===== src/rtl/accel_pkg.sv =====
// Shared accelerator definitions: default datapath widths and the
// requantised output entry carried through the output FIFO.
package accel_pkg;

  localparam int WIDTH_ACC_DEF = 40;
  localparam int WIDTH_OUT_DEF = 16;

  // One FIFO word as seen by the output collector; packs as {data, sat}.
  typedef struct packed {
    logic [WIDTH_OUT_DEF-1:0] data;
    logic                     sat;
  } rq_entry_t;

endpackage


===== src/rtl/sync_fifo.sv =====
// Show-ahead synchronous FIFO with an exported occupancy count.
// The caller guarantees no write when full without a pop and no pop when
// empty; a simultaneous write and pop is legal at any fill level.
module sync_fifo #(
  parameter int WIDTH = 17,
  parameter int DEPTH = 4
) (
  input  logic                       clk,
  input  logic                       rst,
  input  logic                       wr_en,
  input  logic [WIDTH-1:0]           wr_data,
  input  logic                       rd_en,
  output logic [WIDTH-1:0]           rd_data,
  output logic                       rd_valid,
  output logic [$clog2(DEPTH):0]     count
);

  localparam int AW = $clog2(DEPTH);
  localparam int CW = AW + 1;

  logic [DEPTH-1:0][WIDTH-1:0] mem_q, mem_d;
  logic [AW-1:0]               wr_ptr_q, wr_ptr_d;
  logic [AW-1:0]               rd_ptr_q, rd_ptr_d;
  logic [CW-1:0]               count_q, count_d;

  // Next-state: pointers wrap naturally since DEPTH is a power of two.
  always_comb begin
    mem_d    = mem_q;
    wr_ptr_d = wr_ptr_q + AW'(wr_en);
    rd_ptr_d = rd_ptr_q + AW'(rd_en);
    count_d  = count_q + CW'(wr_en) - CW'(rd_en);
    if (wr_en) mem_d[wr_ptr_q] = wr_data;
  end

  // Storage and pointer registers; reset discards all contents.
  always_ff @(posedge clk or posedge rst) begin
    if (rst) begin
      mem_q    <= '0;
      wr_ptr_q <= '0;
      rd_ptr_q <= '0;
      count_q  <= '0;
    end else begin
      mem_q    <= mem_d;
      wr_ptr_q <= wr_ptr_d;
      rd_ptr_q <= rd_ptr_d;
      count_q  <= count_d;
    end
  end

  // Head is forced to zero when empty so nothing stale is ever presented.
  assign rd_valid = (count_q != '0);
  assign rd_data  = rd_valid ? mem_q[rd_ptr_q] : '0;
  assign count    = count_q;

endmodule


===== src/rtl/pe_requant.sv =====
// Requantisation stage behind a PE: round-half-up right shift of the
// accumulator, unsigned saturation to the output width, and a credit-gated
// output FIFO so that an accepted accumulator is never dropped.
module pe_requant
  import accel_pkg::*;
#(
  parameter int WIDTH_ACC = WIDTH_ACC_DEF,
  parameter int WIDTH_OUT = WIDTH_OUT_DEF,
  parameter int DEPTH     = 4,
  parameter int SHIFT_W   = 6
) (
  input  logic                 clk,
  input  logic                 rst,
  input  logic                 in_valid,
  input  logic [WIDTH_ACC-1:0] in_acc,
  output logic                 in_ready,
  input  logic [SHIFT_W-1:0]   shift,
  output logic                 out_valid,
  output logic [WIDTH_OUT-1:0] out_data,
  output logic                 out_sat,
  input  logic                 out_ready,
  output logic [15:0]          sat_count
);

  localparam int SUM_W = WIDTH_ACC + 1;            // keeps the rounding carry
  localparam int CSH_W = $clog2(WIDTH_ACC + 1);    // holds 0..WIDTH_ACC
  localparam int CNT_W = $clog2(DEPTH) + 1;
  localparam int CR_W  = CNT_W + 1;                // count + two stage valids

  logic                 acc_fire;
  logic [1:0]           vld_pipe_q, vld_pipe_d;    // [0]=S1, [1]=S2
  logic [CSH_W-1:0]     sh_clamp;
  logic [SUM_W-1:0]     rnd;
  logic [SUM_W-1:0]     s1_sum_q, s1_sum_d;
  logic [CSH_W-1:0]     s1_sh_q, s1_sh_d;
  logic [SUM_W-1:0]     r;
  logic                 r_ovf;
  logic [WIDTH_OUT-1:0] s2_data_q, s2_data_d;
  logic                 s2_sat_q, s2_sat_d;
  logic [15:0]          sat_count_q, sat_count_d;
  logic                 fifo_wr, fifo_rd;
  logic [WIDTH_OUT:0]   fifo_head;
  logic [CNT_W-1:0]     fifo_count;
  logic [CR_W-1:0]      credits_used;

  // Credits cover every word that could still land in the FIFO, so the
  // pipeline never needs to stall. Purely register-derived on purpose.
  assign credits_used = CR_W'(fifo_count) + CR_W'(vld_pipe_q[0]) + CR_W'(vld_pipe_q[1]);
  assign in_ready     = ~rst & (credits_used < CR_W'(DEPTH));
  assign acc_fire     = in_valid & in_ready;

  // S1: clamp the shift and add the half-LSB rounding constant.
  always_comb begin
    if (32'(shift) > WIDTH_ACC) sh_clamp = CSH_W'(WIDTH_ACC);
    else                        sh_clamp = CSH_W'(shift);
    rnd      = (sh_clamp == '0) ? '0 : (SUM_W'(1) << (sh_clamp - CSH_W'(1)));
    s1_sum_d = acc_fire ? ({1'b0, in_acc} + rnd) : s1_sum_q;
    s1_sh_d  = acc_fire ? sh_clamp : s1_sh_q;
  end

  // S2: shift down and saturate to the unsigned output range.
  always_comb begin
    r         = s1_sum_q >> s1_sh_q;
    r_ovf     = |r[SUM_W-1:WIDTH_OUT];
    s2_data_d = s2_data_q;
    s2_sat_d  = s2_sat_q;
    if (vld_pipe_q[0]) begin
      s2_data_d = r_ovf ? '1 : r[WIDTH_OUT-1:0];
      s2_sat_d  = r_ovf;
    end
  end

  // Valid shift register and sticky-at-max saturation counter.
  always_comb begin
    vld_pipe_d  = {vld_pipe_q[0], acc_fire};
    sat_count_d = sat_count_q;
    if (fifo_wr && s2_sat_q && (sat_count_q != 16'hFFFF))
      sat_count_d = sat_count_q + 16'd1;
  end

  // Pipeline registers; reset drops anything in flight.
  always_ff @(posedge clk or posedge rst) begin
    if (rst) begin
      vld_pipe_q  <= '0;
      s1_sum_q    <= '0;
      s1_sh_q     <= '0;
      s2_data_q   <= '0;
      s2_sat_q    <= 1'b0;
      sat_count_q <= '0;
    end else begin
      vld_pipe_q  <= vld_pipe_d;
      s1_sum_q    <= s1_sum_d;
      s1_sh_q     <= s1_sh_d;
      s2_data_q   <= s2_data_d;
      s2_sat_q    <= s2_sat_d;
      sat_count_q <= sat_count_d;
    end
  end

  assign fifo_wr = vld_pipe_q[1];
  assign fifo_rd = out_valid & out_ready;

  sync_fifo #(
    .WIDTH (WIDTH_OUT + 1),
    .DEPTH (DEPTH)
  ) u_fifo (
    .clk      (clk),
    .rst      (rst),
    .wr_en    (fifo_wr),
    .wr_data  ({s2_data_q, s2_sat_q}),
    .rd_en    (fifo_rd),
    .rd_data  (fifo_head),
    .rd_valid (out_valid),
    .count    (fifo_count)
  );

  assign out_data  = fifo_head[WIDTH_OUT:1];
  assign out_sat   = fifo_head[0];
  assign sat_count = sat_count_q;

endmodule


===== config.mk =====
export PLATFORM = sky130hd
export DESIGN_NAME = pe_requant
export DESIGN_NICKNAME = d
export VERILOG_FILES = /design/src/rtl/accel_pkg.sv /design/src/rtl/sync_fifo.sv /design/src/rtl/pe_requant.sv
export SDC_FILE = /design/constraint.sdc
export NUM_CORES = 1
export LEC_CHECK = 0
export BUFFER_PORTS_ARGS = -buffer_cell sky130_fd_sc_hd__buf_2
export CAP_MARGIN = 20
export CELL_PAD_IN_SITES_DETAIL_PLACEMENT = 1
export CELL_PAD_IN_SITES_GLOBAL_PLACEMENT = 2
export CORE_MARGIN = 2
export CORE_UTILIZATION = 40
export CTS_BUF_LIST = sky130_fd_sc_hd__clkbuf_8
export DETAILED_ROUTE_END_ITERATION = 7
export PLACE_DENSITY_LB_ADDON = 0.1
export SYNTH_ARGS = -nofsm -noshare
export SYNTH_HDL_FRONTEND = slang
export SYNTH_SLANG_ARGS = --single-unit

===== constraint.sdc =====
create_clock -name clk -period 7.2 [get_ports clk]
set_input_delay 1.44 -clock clk [delete_from_list [all_inputs] [get_ports clk]]
set_output_delay 1.44 -clock clk [all_outputs]
set_load 0.01 [all_outputs]

==> qor.csv <==
metric;value;unit
status;complete, no violations;
path_cells;buf_2, nand2b_1, or3_1, nor2_1, ha_1, a211o_1, o211ai_1, a21oi_1, a221oi_1, a2111o_1, a211oi_1, or4_1, o311ai_0;
ff2ff_setup_slack;2.80;ns
p_sw;2.39;mW
nFillCells;3391;
skew;0.0164;ns
synth.avg_cell_area;9.81;sq um
start_util;0.407;
synth_top_cells_by_count;157 x dfrtp_1, 137 x nand2_1, 85 x mux2_2;
vias_per_cell;5.84;
r2r_start;s1_sh_q[0];
critPathCaptureType;flip-flop;
cts_setup_buffers;0;
synthMuxAreaShare;0.231;
maxSlewHeadroom;0.304;
cts_resized;0;
syn_nets;1329;
vias;9701;
max_freq;208;MHz
num_rows;63;
critPathKind;in2reg;
path_max_fanout;9;
cts.sinks;157;
antenna_cells;0;
io_pins;85;
maxCapViolCount;0;
synth.area.top_cells;dfrtp_1 33%, mux4_2 9.9%, mux2_2 7.9%;
grt_max_degree;89;
crit_buf_inv;1;
hp-class;reg2reg;
die_w;178;um
finalCriticalPeriod;4.80;ns
drive_gt1_frac;0.224;
synth_top_area_frac;0.326;
drv_slew;0;
max_stage_delay;0.73;ns
seq_power_share;0.322;
ys_warn_count;0;
irDropWorstVdd;0.144;mV
hold_viol_final;0;
synth_seq_area_share;0.326;
track_usage;0.230;
clk_path_buf_depth;2;
synth_cell_types;78;
ant_nets;0;
synthAdderAreaFrac;0.0520;
cp.depth;13;
holdPathStages;2;
holdPathEnd;s1_sum_q[0];
cts_made_buffers;17;
async_reset_ff_frac;1.00;
cp_data_required_time;7.57;ns
grt_pass1_vias;9932;
cp_top_family;compound AO/OA/AOI/OAI gates;
wl_per_cell;21.1;um
finalCritPeriodShare;0.667;
post_synth_and_or_nand_nor_area_fraction;0.153;
antenna_found_initial;0;
routed_wl;35.0;mm
internal_power;3.10;mW
synth_edf_count;0;
synth-main-ff-cell;dfrtp_1;
h-tree-depth;4;
gp_congestion;0.850;
final-setup-viol-count;0;
power.density;418;nW/um^2
drt_iter0_drc;583;
fin_setup_tns;0;ns
synth_xor_area_frac;0.0312;
p_leak;5.83;nW
power_frac_comb;0.541;
syn-cell-area;12100;sq um
worst_ep_arrival_time;5.17;ns
p_clk_frac;0.138;
synthCells;1230;
worstReg2RegEnd;s2_data_q[7];
overflow;0;
clkSlewWorstSetupHoldPaths;0.09;ns
synth_most_common_cell;dfrtp_1;
slowest_stage;a221oi_1;
clock-root-buffer;clkbuf_8;
die_area;31600;sq um
critPathLaunchType;primary input;
fin_nets;1356;
rsz0062_at_grt;no;
clk_latency;0.47;ns
area_growth;8.85;%
worst_slew_pin_slew;1.04;ns
ctsHoldBuffers;0;
cts_tree;built;
grt_pass1_wl;56.4;mm
synth_top_cell_by_area;dfrtp_1;
synth_top_family_by_area;multiplexers;
die_h;178;um
dp_hpwl;26.1;mm
core;29600;sq um
drt_pass1_iterations;5;
min_from;s1_sum_q[0];
whs;0.491;ns
synth_compound_area_frac;0.168;
reg2reg_depth;8;
drcViolationCount;0;
yosys_register_bits;157;
place.port_buffers;84;
swShare;0.435;
## how the worst max path moves through the flow
stage	start	to	slack (ns)
6_report	shift[2]	s1_sum_q[39]	2.40
5_1_grt	shift[2]	s1_sum_q[39]	2.21
3_5_place_dp	shift[2]	s1_sum_q[39]	1.88
2_1_floorplan	rst	s1_sh_q[0]	1.53
4_1_cts	shift[2]	s1_sum_q[39]	2.38
3_3_place_gp	shift[2]	s1_sum_q[39]	1.96
## metrics by stage
step,util,cell area (sq um),worst slack [ns],cells,power [mW]
5_1_grt,0.443,13100,2.21,1660,5.92
3_3_place_gp,0.428,12700,1.96,1628,4.70
2_1_floorplan,-,12100,1.53,1230,3.89
6_report,0.443,13100,2.40,1660,5.49
3_5_place_dp,0.428,12700,1.88,1628,4.76
4_1_cts,0.443,13100,2.38,1660,5.54
## layout make-up
| type | count | area (sq um) | area share |
|---|---|---|---|
| multi-input combinational | 964 | 7680 | 0.584 |
| sequential | 157 | 3930 | 0.299 |
| timing repair buffer | 95 | 503 | 0.0383 |
| tap | 390 | 488 | 0.0371 |
| clock buffer | 19 | 262 | 0.0199 |
| clock inverter | 13 | 186 | 0.0142 |
| inverter | 22 | 87.6 | 0.00667 |
## cell families after synthesis
group	after synthesis
buffers and inverters	109
flip-flops	157
adder cells (fa/ha/maj)	49
XOR/XNOR	43
AO/OA/AOI/OAI	307
AND/OR/NAND/NOR	380
multiplexers	185
## cell usage in the layout, fill, tap and decap left out, drive strengths merged, types with 9 or more instances in the layout
master	synthesis	layout
nor3	14	14
o22ai	9	9
inv	21	24
mux4	63	63
a31oi	12	12
buf	27	95
a21oi	61	61
nand2	137	137
nand2b	11	11
ha	47	47
o21ai	82	82
o21a	14	14
clkbuf	60	19
nor2b	27	27
nand4	16	16
nor2	77	77
a211oi	17	17
xor2	21	21
xnor2	22	22
a21o	38	38
nand3	34	34
o211ai	11	11
and3	14	14
nand3b	9	9
mux2i	37	37
mux2	85	85
dfrtp	157	157
## registers in the layout, indices dropped and copies added (netlist names)
register         count
s1_sum_q            41
s2_sat_q             1
u_fifo.mem_q        68
sat_count           16
s2_data_q           16
u_fifo.count         3
u_fifo.rd_ptr_q      2
s1_sh_q              6
vld_pipe_q           2
u_fifo.wr_ptr_q      2
## layer usage
metal	vias to the layer above	track usage	wire, um
met4	0	0.0683	735
met1	4830	0.316	16900
met3	38	0.0281	812
met5	-	0	0
met2	161	0.379	16500
li1	4672	-	-
## power by group through the flow
stage	sequential, mW	clock [mW]	combinational (mW)
after floorplan	1.51	0	2.38
final	1.77	0.757	2.97
after CTS	1.77	0.777	2.99
after global routing	1.84	0.812	3.26
after detailed placement	1.79	0	2.98
after global placement	1.76	0	2.94
## tightest hold or removal path: cells and delay by family (launching register included)
family / cells / cell delay, ns
flops: 1 / 0.36
simple gates: 2 / 0.11
Note: power is estimated with default switching activity, not from simulation.
